File: src/rtl/param_micro_core_pkg.sv
// Shared opcodes, FSM state encoding and instruction-field helpers for param_micro_core.
package param_micro_core_pkg;

  localparam logic [3:0] OP_NOP  = 4'h0;
  localparam logic [3:0] OP_LDA  = 4'h1;
  localparam logic [3:0] OP_LDB  = 4'h2;
  localparam logic [3:0] OP_CLR  = 4'h3;
  localparam logic [3:0] OP_ADDA = 4'h4;
  localparam logic [3:0] OP_ADDB = 4'h5;
  localparam logic [3:0] OP_SUBA = 4'h6;
  localparam logic [3:0] OP_SUBB = 4'h7;
  localparam logic [3:0] OP_SHL  = 4'h8;
  localparam logic [3:0] OP_SHR  = 4'h9;
  localparam logic [3:0] OP_AND  = 4'hA;
  localparam logic [3:0] OP_MUL  = 4'hB;
  localparam logic [3:0] OP_OUT  = 4'hC;
  localparam logic [3:0] OP_JMP  = 4'hD;
  localparam logic [3:0] OP_JF   = 4'hE;
  localparam logic [3:0] OP_HLT  = 4'hF;

  typedef enum logic [2:0] {
    ST_HALT,
    ST_FETCH,
    ST_DECODE,
    ST_EXEC,
    ST_OUTWAIT
  } state_t;

  // The opcode sits directly above the branch-target field.
  function automatic int op_lsb(input int pc_w);
    return pc_w;
  endfunction

endpackage

File: src/rtl/param_micro_core_if.sv
// Bus bundle for param_micro_core: instruction port, switches, output handshake and debug view.
interface param_micro_core_if #(
  parameter int DATA_W = 4,
  parameter int PC_W   = 5
);
  localparam int ACC_W = 2 * DATA_W;
  localparam int IW    = 4 + PC_W;

  logic              start;
  logic [DATA_W-1:0] sw_a;
  logic [DATA_W-1:0] sw_b;
  logic [PC_W-1:0]   instr_addr;
  logic [IW-1:0]     instr_data;
  logic [ACC_W-1:0]  out_data;
  logic              out_valid;
  logic              out_ready;
  logic [DATA_W-1:0] reg_a;
  logic [DATA_W-1:0] reg_b;
  logic [ACC_W-1:0]  acc;
  logic              flag;
  logic [PC_W-1:0]   pc;
  logic [IW-1:0]     ir;
  logic              halted;

  modport master (
    output start, sw_a, sw_b, instr_data, out_ready,
    input  instr_addr, out_data, out_valid, reg_a, reg_b, acc, flag, pc, ir, halted
  );

  modport slave (
    input  start, sw_a, sw_b, instr_data, out_ready,
    output instr_addr, out_data, out_valid, reg_a, reg_b, acc, flag, pc, ir, halted
  );

endinterface

File: src/rtl/param_micro_core_alu.sv
// Combinational accumulator datapath; multiplier present only with PARAM_MICRO_CORE_MUL_EN.
module param_micro_core_alu
  import param_micro_core_pkg::*;
#(
  parameter int DATA_W = 4
) (
  input  logic [3:0]          op,
  input  logic [DATA_W-1:0]   reg_a,
  input  logic [DATA_W-1:0]   reg_b,
  input  logic [2*DATA_W-1:0] acc_in,
  input  logic                flag_in,
  output logic [2*DATA_W-1:0] acc_out,
  output logic                flag_out
);
  localparam int ACC_W = 2 * DATA_W;

  logic [ACC_W-1:0] operand;
  logic [ACC_W:0]   sum;
  logic [ACC_W:0]   diff;
`ifdef PARAM_MICRO_CORE_MUL_EN
  logic [ACC_W-1:0] product;

  assign product = {{DATA_W{1'b0}}, reg_a} * {{DATA_W{1'b0}}, reg_b};
`endif

  // Opcode bit 0 picks reg_b for the B-variants of add and subtract.
  assign operand = {{DATA_W{1'b0}}, (op[0] ? reg_b : reg_a)};
  assign sum     = {1'b0, acc_in} + {1'b0, operand};
  assign diff    = {1'b0, acc_in} - {1'b0, operand};

  always_comb begin
    acc_out  = acc_in;
    flag_out = flag_in;
    case (op)
      OP_CLR: begin
        acc_out  = '0;
        flag_out = 1'b0;
      end
      OP_ADDA, OP_ADDB: begin
        acc_out  = sum[ACC_W-1:0];
        flag_out = sum[ACC_W];
      end
      OP_SUBA, OP_SUBB: begin
        acc_out  = diff[ACC_W-1:0];
        flag_out = diff[ACC_W];
      end
      OP_SHL: begin
        acc_out  = {acc_in[ACC_W-2:0], 1'b0};
        flag_out = acc_in[ACC_W-1];
      end
      OP_SHR: begin
        acc_out  = {1'b0, acc_in[ACC_W-1:1]};
        flag_out = acc_in[0];
      end
      OP_AND: acc_out = {{DATA_W{1'b0}}, reg_a & reg_b};
`ifdef PARAM_MICRO_CORE_MUL_EN
      OP_MUL: acc_out = product;
`endif
      default: ;
    endcase
  end

endmodule

File: src/rtl/param_micro_core.sv
// Parametrised micro core: FSM, pc/ir, operand registers and output handshake.
// Opcode B multiplies only when PARAM_MICRO_CORE_MUL_EN is defined; otherwise it is a NOP.
module param_micro_core
  import param_micro_core_pkg::*;
#(
  parameter int DATA_W = 4,
  parameter int PC_W   = 5
) (
  input logic              clk,
  input logic              reset,
  param_micro_core_if.slave bus
);
  localparam int ACC_W  = 2 * DATA_W;
  localparam int IW     = 4 + PC_W;
  localparam int OP_LSB = op_lsb(PC_W);

  state_t            state_q, state_d;
  logic [PC_W-1:0]   pc_q, pc_d;
  logic [PC_W-1:0]   instr_addr_q, instr_addr_d;
  logic [IW-1:0]     ir_q, ir_d;
  logic [DATA_W-1:0] reg_a_q, reg_a_d;
  logic [DATA_W-1:0] reg_b_q, reg_b_d;
  logic [ACC_W-1:0]  acc_q, acc_d;
  logic              flag_q, flag_d;
  logic [ACC_W-1:0]  out_data_q, out_data_d;
  logic              out_valid_q, out_valid_d;

  logic [3:0]        opcode;
  logic [PC_W-1:0]   target;
  logic [PC_W-1:0]   pc_inc;
  logic [ACC_W-1:0]  alu_acc;
  logic              alu_flag;

  assign opcode = ir_q[OP_LSB +: 4];
  assign target = ir_q[PC_W-1:0];
  assign pc_inc = pc_q + PC_W'(1);

  param_micro_core_alu #(.DATA_W(DATA_W)) u_alu (
    .op       (opcode),
    .reg_a    (reg_a_q),
    .reg_b    (reg_b_q),
    .acc_in   (acc_q),
    .flag_in  (flag_q),
    .acc_out  (alu_acc),
    .flag_out (alu_flag)
  );

  always_comb begin
    state_d      = state_q;
    pc_d         = pc_q;
    instr_addr_d = instr_addr_q;
    ir_d         = ir_q;
    reg_a_d      = reg_a_q;
    reg_b_d      = reg_b_q;
    acc_d        = acc_q;
    flag_d       = flag_q;
    out_data_d   = out_data_q;
    out_valid_d  = out_valid_q;
    case (state_q)
      ST_HALT:   if (bus.start) state_d = ST_FETCH;
      ST_FETCH: begin
        instr_addr_d = pc_q;
        state_d      = ST_DECODE;
      end
      ST_DECODE: begin
        ir_d    = bus.instr_data;
        state_d = ST_EXEC;
      end
      ST_EXEC: begin
        // HLT also advances pc so a later start resumes after it.
        state_d = ST_FETCH;
        pc_d    = pc_inc;
        acc_d   = alu_acc;
        flag_d  = alu_flag;
        case (opcode)
          OP_LDA: reg_a_d = bus.sw_a;
          OP_LDB: reg_b_d = bus.sw_b;
          OP_OUT: begin
            out_data_d  = acc_q;
            out_valid_d = 1'b1;
            state_d     = ST_OUTWAIT;
          end
          OP_JMP: pc_d = target;
          OP_JF:  if (flag_q) pc_d = target;
          OP_HLT: state_d = ST_HALT;
          default: ;
        endcase
      end
      ST_OUTWAIT: begin
        if (bus.out_ready) begin
          out_valid_d = 1'b0;
          state_d     = ST_FETCH;
        end
      end
      default: state_d = ST_HALT;
    endcase
  end

  always_ff @(posedge clk) begin
    if (!reset) begin
      state_q      <= ST_HALT;
      pc_q         <= '0;
      instr_addr_q <= '0;
      ir_q         <= '0;
      reg_a_q      <= '0;
      reg_b_q      <= '0;
      acc_q        <= '0;
      flag_q       <= 1'b0;
      out_data_q   <= '0;
      out_valid_q  <= 1'b0;
    end else begin
      state_q      <= state_d;
      pc_q         <= pc_d;
      instr_addr_q <= instr_addr_d;
      ir_q         <= ir_d;
      reg_a_q      <= reg_a_d;
      reg_b_q      <= reg_b_d;
      acc_q        <= acc_d;
      flag_q       <= flag_d;
      out_data_q   <= out_data_d;
      out_valid_q  <= out_valid_d;
    end
  end

  assign bus.instr_addr = instr_addr_q;
  assign bus.out_data   = out_data_q;
  assign bus.out_valid  = out_valid_q;
  assign bus.reg_a      = reg_a_q;
  assign bus.reg_b      = reg_b_q;
  assign bus.acc        = acc_q;
  assign bus.flag       = flag_q;
  assign bus.pc         = pc_q;
  assign bus.ir         = ir_q;
  assign bus.halted     = (state_q == ST_HALT);

endmodule

File: src/flat_wrapper.sv
// flat-port wrapper written by rule: the top's interface ports become plain ports
module param_micro_core_flat import param_micro_core_pkg::*;
#(
  parameter int DATA_W = 4,
  parameter int PC_W   = 5
)
  (clk, reset, bus_start, bus_sw_a, bus_sw_b, bus_instr_data, bus_out_ready, bus_instr_addr, bus_out_data, bus_out_valid, bus_reg_a, bus_reg_b, bus_acc, bus_flag, bus_pc, bus_ir, bus_halted);
  param_micro_core_if #(.DATA_W(DATA_W), .PC_W(PC_W)) bus_i ();
  input logic clk;
  input logic reset;
  input wire logic [$bits(bus_i.start)-1:0] bus_start;
  input wire logic [$bits(bus_i.sw_a)-1:0] bus_sw_a;
  input wire logic [$bits(bus_i.sw_b)-1:0] bus_sw_b;
  input wire logic [$bits(bus_i.instr_data)-1:0] bus_instr_data;
  input wire logic [$bits(bus_i.out_ready)-1:0] bus_out_ready;
  output wire logic [$bits(bus_i.instr_addr)-1:0] bus_instr_addr;
  output wire logic [$bits(bus_i.out_data)-1:0] bus_out_data;
  output wire logic [$bits(bus_i.out_valid)-1:0] bus_out_valid;
  output wire logic [$bits(bus_i.reg_a)-1:0] bus_reg_a;
  output wire logic [$bits(bus_i.reg_b)-1:0] bus_reg_b;
  output wire logic [$bits(bus_i.acc)-1:0] bus_acc;
  output wire logic [$bits(bus_i.flag)-1:0] bus_flag;
  output wire logic [$bits(bus_i.pc)-1:0] bus_pc;
  output wire logic [$bits(bus_i.ir)-1:0] bus_ir;
  output wire logic [$bits(bus_i.halted)-1:0] bus_halted;
  assign bus_i.start = bus_start;
  assign bus_i.sw_a = bus_sw_a;
  assign bus_i.sw_b = bus_sw_b;
  assign bus_i.instr_data = bus_instr_data;
  assign bus_i.out_ready = bus_out_ready;
  assign bus_instr_addr = bus_i.instr_addr;
  assign bus_out_data = bus_i.out_data;
  assign bus_out_valid = bus_i.out_valid;
  assign bus_reg_a = bus_i.reg_a;
  assign bus_reg_b = bus_i.reg_b;
  assign bus_acc = bus_i.acc;
  assign bus_flag = bus_i.flag;
  assign bus_pc = bus_i.pc;
  assign bus_ir = bus_i.ir;
  assign bus_halted = bus_i.halted;
  param_micro_core #(.DATA_W(DATA_W), .PC_W(PC_W)) u_core (.clk(clk), .reset(reset), .bus(bus_i));
endmodule
File: config.mk
export PLATFORM = sky130hd
export DESIGN_NAME = param_micro_core_flat
export DESIGN_NICKNAME = d
export VERILOG_FILES = /design/src/rtl/param_micro_core_pkg.sv /design/src/rtl/param_micro_core_if.sv /design/src/rtl/param_micro_core_alu.sv /design/src/rtl/param_micro_core.sv /design/src/flat_wrapper.sv
export SDC_FILE = /design/constraint.sdc
export NUM_CORES = 1
export LEC_CHECK = 0
export BUFFER_PORTS_ARGS = -buffer_cell sky130_fd_sc_hd__buf_2
export CORE_MARGIN = 4
export CORE_UTILIZATION = 35
export CTS_BUF_LIST = sky130_fd_sc_hd__clkbuf_16
export DETAILED_ROUTE_END_ITERATION = 10
export SYNTH_ARGS = -nofsm -noshare
export SYNTH_HDL_FRONTEND = slang
export SYNTH_HIERARCHICAL = 1
export SYNTH_SLANG_ARGS = --single-unit
File: constraint.sdc
create_clock -name clk -period 3.4 [get_ports clk]
set_clock_uncertainty 0.2 [all_clocks]
set_input_delay 0.17 -clock clk [delete_from_list [all_inputs] [get_ports clk]]
set_output_delay 0.17 -clock clk [all_outputs]
set_load 0.03 [all_outputs]
==> impl_metrics.env, run 1 <==
export IMPL_ctsHtreeMaxLevel=2
export IMPL_dieHeight_microns=100
export IMPL_dp_hpwl_mm=6.07
export IMPL_layout_area_overhead_vs_synth_pct=22.7
export IMPL_crit_fanout=22
export IMPL_worst_endpoint_arrival_ns=2.88
export IMPL_worstSetupStartpointType="flip-flop"
export IMPL_final_cell_mix="66 x buf_2, 48 x dfxtp_1, 47 x nor2_1"
export IMPL_antenna_found_initial=0
export IMPL_wl_per_cell_microns=16.0
export IMPL_peakVddDrop_uv=192
export IMPL_firstDrtPassIters=4
export IMPL_synthCells=359
export IMPL_drt_initial_drc_count=157
export IMPL_min_path_type="input pin to flip-flop"
export IMPL_coreArea_sq_um=8260
export IMPL_utilization_pct=44.2
export IMPL_synth_net_count=391
export IMPL_ys_flop_type="dfxtp_1"
export IMPL_portBuffers=66
export IMPL_ys_async_sr_fraction_pct=0
export IMPL_vias=2861
export IMPL_synth_area_per_cell_sq_um=8.29
export IMPL_cts_resized=0
export IMPL_fmax_mhz=348
export IMPL_overflow=0
export IMPL_synth_area_sq_um=2980
export IMPL_layout_commonest_cell="buf_2"
export IMPL_finalSetupViolCount=0
export IMPL_initial_core_util_pct=36.0
export IMPL_clk_pin_slew_ns=0.07
export IMPL_nNetsFinal=461
export IMPL_synth_edf_count=0
export IMPL_gp_congestion=0.919
export IMPL_drv_slew=0
export IMPL_drc_errors=0
export IMPL_ys_ff_latch=48
export IMPL_diodes=0
export IMPL_synth_cell_types=63
export IMPL_cts_path_max_buffers=2
export IMPL_crit_type="flip-flop to flip-flop"
export IMPL_die_area_sq_um=10000
export IMPL_relSlewSlack_pct=38.1
export IMPL_yosys_warnings=6
export IMPL_die_w_microns=100
export IMPL_grt_setup_unrepaired="no"
export IMPL_ctsHoldBuffers=18
export IMPL_insertion_delay_ns=0.29
export IMPL_drv_cap=0
export IMPL_grt_max_degree=47
export IMPL_fin_crit_ns=2.87
export IMPL_fin_crit_sh_pct=84.5
export IMPL_worst_hold_slack_ns=0.0265
export IMPL_tightestPinTransition_ns=0.925
export IMPL_required_ns=3.41
export IMPL_cts_root_buffer="clkbuf_16"
export IMPL_post_cts_setup_buffer_count=0
export IMPL_ios=67
export IMPL_grt_pass1_wl_mm=13.9
export IMPL_power_density_nw_per_um2=371
export IMPL_drive_gt1_share_pct=21.9
export IMPL_numClockSinks=48
export IMPL_fin_tns_setup_ns=0
export IMPL_drtAntennaViolNets=0
export IMPL_rows=33
export IMPL_grt_pass1_vias=2685
export IMPL_viasPerCell=5.35
export IMPL_routed_wl_mm=8.55
export IMPL_cts_tree="built"
export IMPL_status="finished, final reports clean"
export IMPL_power_leakage_nw=1.52
export IMPL_hold_violations=0
export IMPL_cp_end_kind="flip-flop"
export IMPL_grt_usage_pct=17.0
export IMPL_numCtsBuffers=5
export IMPL_seq_area_frac_synth_pct=32.3
-- cells in the mapped netlist, types with 3 or more instances --
library cell | instances | area [sq um]
nor3_2 | 3 | 30.0
nand2b_1 | 6 | 37.5
o21ai_0 | 17 | 85.1
buf_2 | 11 | 55.1
buf_6 | 3 | 33.8
a21oi_1 | 26 | 130
nand2_1 | 35 | 131
nor2b_1 | 3 | 18.8
a211oi_1 | 3 | 22.5
clkbuf_1 | 6 | 22.5
inv_1 | 13 | 48.8
nor2_1 | 47 | 176
ha_1 | 9 | 113
or3_1 | 5 | 31.3
buf_4 | 3 | 22.5
nor3_1 | 10 | 50.1
mux2i_1 | 34 | 340
o21ai_1 | 3 | 15.0
a221oi_1 | 4 | 35.0
xnor2_1 | 5 | 43.8
dfxtp_1 | 48 | 961
a31oi_1 | 7 | 43.8
nand3_1 | 8 | 40.0
and2_1 | 3 | 18.8
-- critical path, stage by stage (launching register included) --
cell,delay (ns)
dfxtp_1,0.40
buf_4,0.32
mux2i_1,0.29
ha_1,0.37
nor2b_1,0.27
nor2_1,0.09
a21oi_1,0.31
a211oi_1,0.15
a211oi_2,0.19
nand2_1,0.07
a21oi_1,0.13
-- layer usage --
layer | routed length [microns] | part of all wire, % | track usage [%] | vias to the layer above
li1 | - | - | - | 1407
met5 | 0 | 0 | 0 | -
met2 | 4110 | 48 | 27.7 | 87
met4 | 128 | 1.5 | 4.56 | 0
met3 | 482 | 5.6 | 3.41 | 12
met1 | 3830 | 45 | 22.9 | 1355
-- cell type report --
type | count | area (sq um)
Tap cell | 105 | 131
Multi-Input combinational cell | 273 | 1840
Timing Repair Buffer | 86 | 526
Inverter | 15 | 56.3
Clock buffer | 5 | 125
Fill cell | 831 | 4600
Clock inverter | 3 | 17.5
Sequential cell | 48 | 961
-- through the flow --
step | power, mW | cell area [sq um] | setup slack, ns | cells
after CTS | 1.37 | 3650 | 0.551 | 535
after global routing | 1.42 | 3650 | 0.292 | 535
final | 1.36 | 3650 | 0.528 | 535
after global placement | 0.857 | 3330 | 0.628 | 509
after floorplan | 0.802 | 2980 | 0.138 | 359
after detailed placement | 0.860 | 3330 | 0.589 | 509
-- flip-flops by register name, indices dropped and copies added, names as in the netlist --
| register | cells |
|---|---|
| u_core/bus.acc | 8 |
| u_core/bus.flag | 1 |
| u_core/bus.instr_addr | 5 |
| u_core/bus.ir | 9 |
| u_core/bus.out_data | 8 |
| u_core/bus.out_valid | 1 |
| u_core/bus.pc | 5 |
| u_core/bus.reg_a | 4 |
| u_core/bus.reg_b | 4 |
| u_core/state_q | 3 |
-- kinds of logic (layout without fill, tap and decap cells) --
family                     count (synthesis)  count (layout)  synth area share (%)
and+or+nand+nor                          137             137                  23.7
AOI/OAI and AO/OA                         84              84                  19.0
DFF                                       48              48                  32.3
buffers and inverters                     38             109                  6.39
muxes                                     35              35                  11.8
adders and majority gates                 11              11                  5.13
xor gates and xnor gates                   6               6                  1.77
-- final timing paths --
check                                           end  depth (start not counted)  slack, ns                               from
setup reg to reg     u_core/bus.acc[5]$_SDFFE_PN0N_                         10       0.53      u_core/bus.ir[5]$_SDFFE_PN0P_
setup / recovery     u_core/bus.acc[5]$_SDFFE_PN0N_                         10       0.53      u_core/bus.ir[5]$_SDFFE_PN0P_
hold reg to reg   u_core/bus.out_valid$_SDFFE_PN0P_                          2       0.29  u_core/bus.out_valid$_SDFFE_PN0P_
hold / removal       u_core/state_q[2]$_SDFFE_PN0P_                          4       0.03                      bus_out_ready
-- report_power, final --
part	internal [mW]	switching (mW)	leakage, nW	total (mW)
Combinational	0.104	0.144	1.06	0.248
Sequential	0.580	0.0363	0.388	0.617
Clock	0.272	0.219	0.0716	0.491
Total	0.956	0.400	1.52	1.36
Note: power is estimated with default switching activity, not from simulation.
==> run 2, diff against run 1 <==
--- a/config.mk
+++ b/config.mk
@@ -5,6 +5,7 @@
 export SDC_FILE = /design/constraint.sdc
 export NUM_CORES = 1
 export LEC_CHECK = 0
+export ABC_AREA = 1
 export BUFFER_PORTS_ARGS = -buffer_cell sky130_fd_sc_hd__buf_2
 export CORE_MARGIN = 4
 export CORE_UTILIZATION = 35
==> constraint.sdc (replaced) <==
create_clock -name clk -period 2.6 [get_ports clk]
set_clock_uncertainty 0.2 [all_clocks]
set_input_delay 0.13 -clock clk [delete_from_list [all_inputs] [get_ports clk]]
set_output_delay 0.13 -clock clk [all_outputs]
set_load 0.03 [all_outputs]
==> run 2 against run 1 <==
  * Utilization up 1.0 points
  * Global-route usage rose by 0.88 points
  * Largest power group unchanged
  * Critical path type unchanged
  * Worst setup slack worse by 0.28 ns
  * Sequential share of layout area decreased by 0.36 points
==> impl_metrics.env, run 2 <==
export IMPL_status="finished, final reports clean"
export IMPL_worstSetupStartpointType="flip-flop"
export IMPL_gp_congestion=0.923
export IMPL_grt_pass1_wl_mm=14.6
export IMPL_synth_net_count=486
export IMPL_antenna_found_initial=0
export IMPL_crit_type="flip-flop to flip-flop"
export IMPL_dp_hpwl_mm=6.52
export IMPL_crit_chain="inv_1, ha_2, fa_2, inv_1, nand2_1, nand2_1, nand2_1, nand2_2, nor2_2, nor2_1, nand3_1, nand2_1, inv_1, o21ai_0, nor2_1"
export IMPL_yosys_warnings=6
export IMPL_cp_end_kind="flip-flop"
export IMPL_layout_commonest_cell="nor2_1"
export IMPL_initial_core_util_pct=36.0
export IMPL_cts_path_max_buffers=2
export IMPL_ys_async_sr_fraction_pct=0
export IMPL_ys_flop_type="dfxtp_1"
export IMPL_place_area_sq_um=3400
export IMPL_drv_slew=0
export IMPL_post_cts_setup_buffer_count=0
export IMPL_vias=3186
export IMPL_insertion_delay_ns=0.29
export IMPL_dieHeight_microns=100
export IMPL_grt_pass1_vias=3035
export IMPL_ctsHtreeMaxLevel=2
export IMPL_ios=67
export IMPL_synth_top_cells_by_count="91 x nor2_1, 76 x nand2_1, 50 x inv_1"
export IMPL_utilization_pct=45.3
export IMPL_fin_crit_sh_pct=90.6
export IMPL_power_density_nw_per_um2=557
export IMPL_firstDrtPassIters=4
export IMPL_routed_wl_mm=8.58
export IMPL_synth_cell_types=35
export IMPL_cts_tree="built"
export IMPL_drt_initial_drc_count=159
export IMPL_drive_gt1_share_pct=22.0
export IMPL_worst_endpoint_arrival_ns=2.33
export IMPL_synthCells=454
export IMPL_hold_violations=0
export IMPL_coreArea_sq_um=8220
export IMPL_drc_errors=0
export IMPL_portBuffers=66
export IMPL_largest_reg_flops=9
export IMPL_critPathMostFrequentCell="nand2_1"
export IMPL_fin_crit_ns=2.35
export IMPL_finalSetupViolCount=0
export IMPL_seq_area_frac_synth_pct=32.5
export IMPL_numCtsBuffers=5
export IMPL_fin_tns_setup_ns=0
export IMPL_power_leakage_nw=1.82
export IMPL_synth_area_leaders="dfxtp_1 32%, nor2_1 12%, nand2_1 9.6%, nand3_1 7.3%, inv_1 6.3%"
export IMPL_nFillCells=887
export IMPL_required_ns=2.58
export IMPL_final_cell_mix="91 x nor2_1, 75 x nand2_1, 66 x buf_2"
export IMPL_min_path_type="input pin to flip-flop"
export IMPL_synth_area_sq_um=2960
export IMPL_cts_root_buffer="clkbuf_16"
export IMPL_tightestPinTransition_ns=0.695
export IMPL_slowest_delay_ns=0.44
export IMPL_cpMaxStageDelayCell="dfxtp_1"
export IMPL_synth_edf_count=0
export IMPL_wl_per_cell_microns=13.4
export IMPL_peakVddDrop_uv=298
export IMPL_layout_area_overhead_vs_synth_pct=25.6
export IMPL_relSlewSlack_pct=53.5
export IMPL_rows=33
export IMPL_overflow=0
export IMPL_synth_area_per_cell_sq_um=6.52
export IMPL_nNetsFinal=569
export IMPL_path_buf_inv=3
export IMPL_yosysTopAreaCell="dfxtp_1"
export IMPL_cp_top_family="simple AND/OR/NAND/NOR gates"
export IMPL_viasPerCell=4.96
export IMPL_fmax_mhz=425
export IMPL_grt_max_degree=22
export IMPL_yosysMostFrequentCell="nor2_1"
export IMPL_clk_pin_slew_ns=0.07
export IMPL_grt_usage_pct=17.9
export IMPL_drtAntennaViolNets=0
export IMPL_crit_fanout=5
export IMPL_diodes=0
export IMPL_fin_area_sq_um=3720
export IMPL_numClockSinks=48
export IMPL_grt_setup_unrepaired="no"
export IMPL_ys_ff_latch=48
export IMPL_drv_cap=0
export IMPL_synth_top_cell_area_share_pct=32.5
export IMPL_die_w_microns=100
export IMPL_die_area_sq_um=9990
run 2: stage by stage:
stage                     hold WS, ns  setup WS (ns)  std cells  power, mW
after floorplan                0.0931          0.143        454       1.28
after global placement          0.184          0.270        618       1.43
after detailed placement        0.185          0.170        618       1.44
after CTS                      0.0170          0.128        642       2.10
after global routing           0.0244         0.0322        642       2.20
final                          0.0130          0.245        642       2.07
run 2: kinds of logic after synthesis:
group	after synthesis	synth area share, %
xor gates and xnor gates	1	0.296
adders and majority gates	11	5.16
and+or+nand+nor	242	37.4
buffers and inverters	77	10.7
AOI/OAI and AO/OA	75	14.0
DFF	48	32.5
run 2: tightest hold or removal path: cells and delay by family:
kind	cells	cell delay, ns
and+or+nand+nor	1	0.17
buffers and inverters	1	0.08
AOI/OAI and AO/OA	1	0.07
run 2: layout make-up:
class | count | area [sq um] | share of cell area, %
multi-input cells | 329 | 1700 | 45.6
well taps | 105 | 131 | 3.53
clock inverters | 2 | 12.5 | 0.336
inverters | 65 | 251 | 6.76
repair buffers | 88 | 538 | 14.5
flip-flops and latches | 48 | 965 | 25.9
clock buffers | 5 | 125 | 3.36
run 2: final timing paths:
kind                                                        start                                 to  slack (ns)  cells after the start
worst max-delay path               u_core/bus.acc[0]$_SDFFE_PN0N_     u_core/bus.acc[6]$_SDFFE_PN0N_        0.25                     15
worst min-delay path                                    bus_start     u_core/state_q[0]$_SDFFE_PN0P_        0.01                      3
worst max register to register     u_core/bus.acc[0]$_SDFFE_PN0N_     u_core/bus.acc[6]$_SDFFE_PN0N_        0.25                     15
worst min register to register  u_core/bus.out_valid$_SDFFE_PN0P_  u_core/bus.out_valid$_SDFFE_PN0P_        0.28                      2
run 2: per-layer routing:
layer  part of all wire [%]  global-route usage, %  up-vias
met5                      0                      0        -
met2                     47                   29.6       87
met1                     45                   23.5     1456
met3                    6.4                   3.47        8
li1                       -                      -     1635
met4                    1.5                   5.46        0
run 2: where the power goes:
group          leakage [nW]  switching [mW]  internal (mW)
combinational          1.36           0.400          0.186
sequential            0.390          0.0700          0.791
clock                0.0673           0.274          0.350
total                  1.82           0.744           1.33
run 2: what timing repair did:
action                     in CTS  in global routing
setup endpoints to repair       0                  3
hold endpoints to repair       17                  0
resized for setup               0                  6
hold buffers                   17                  0
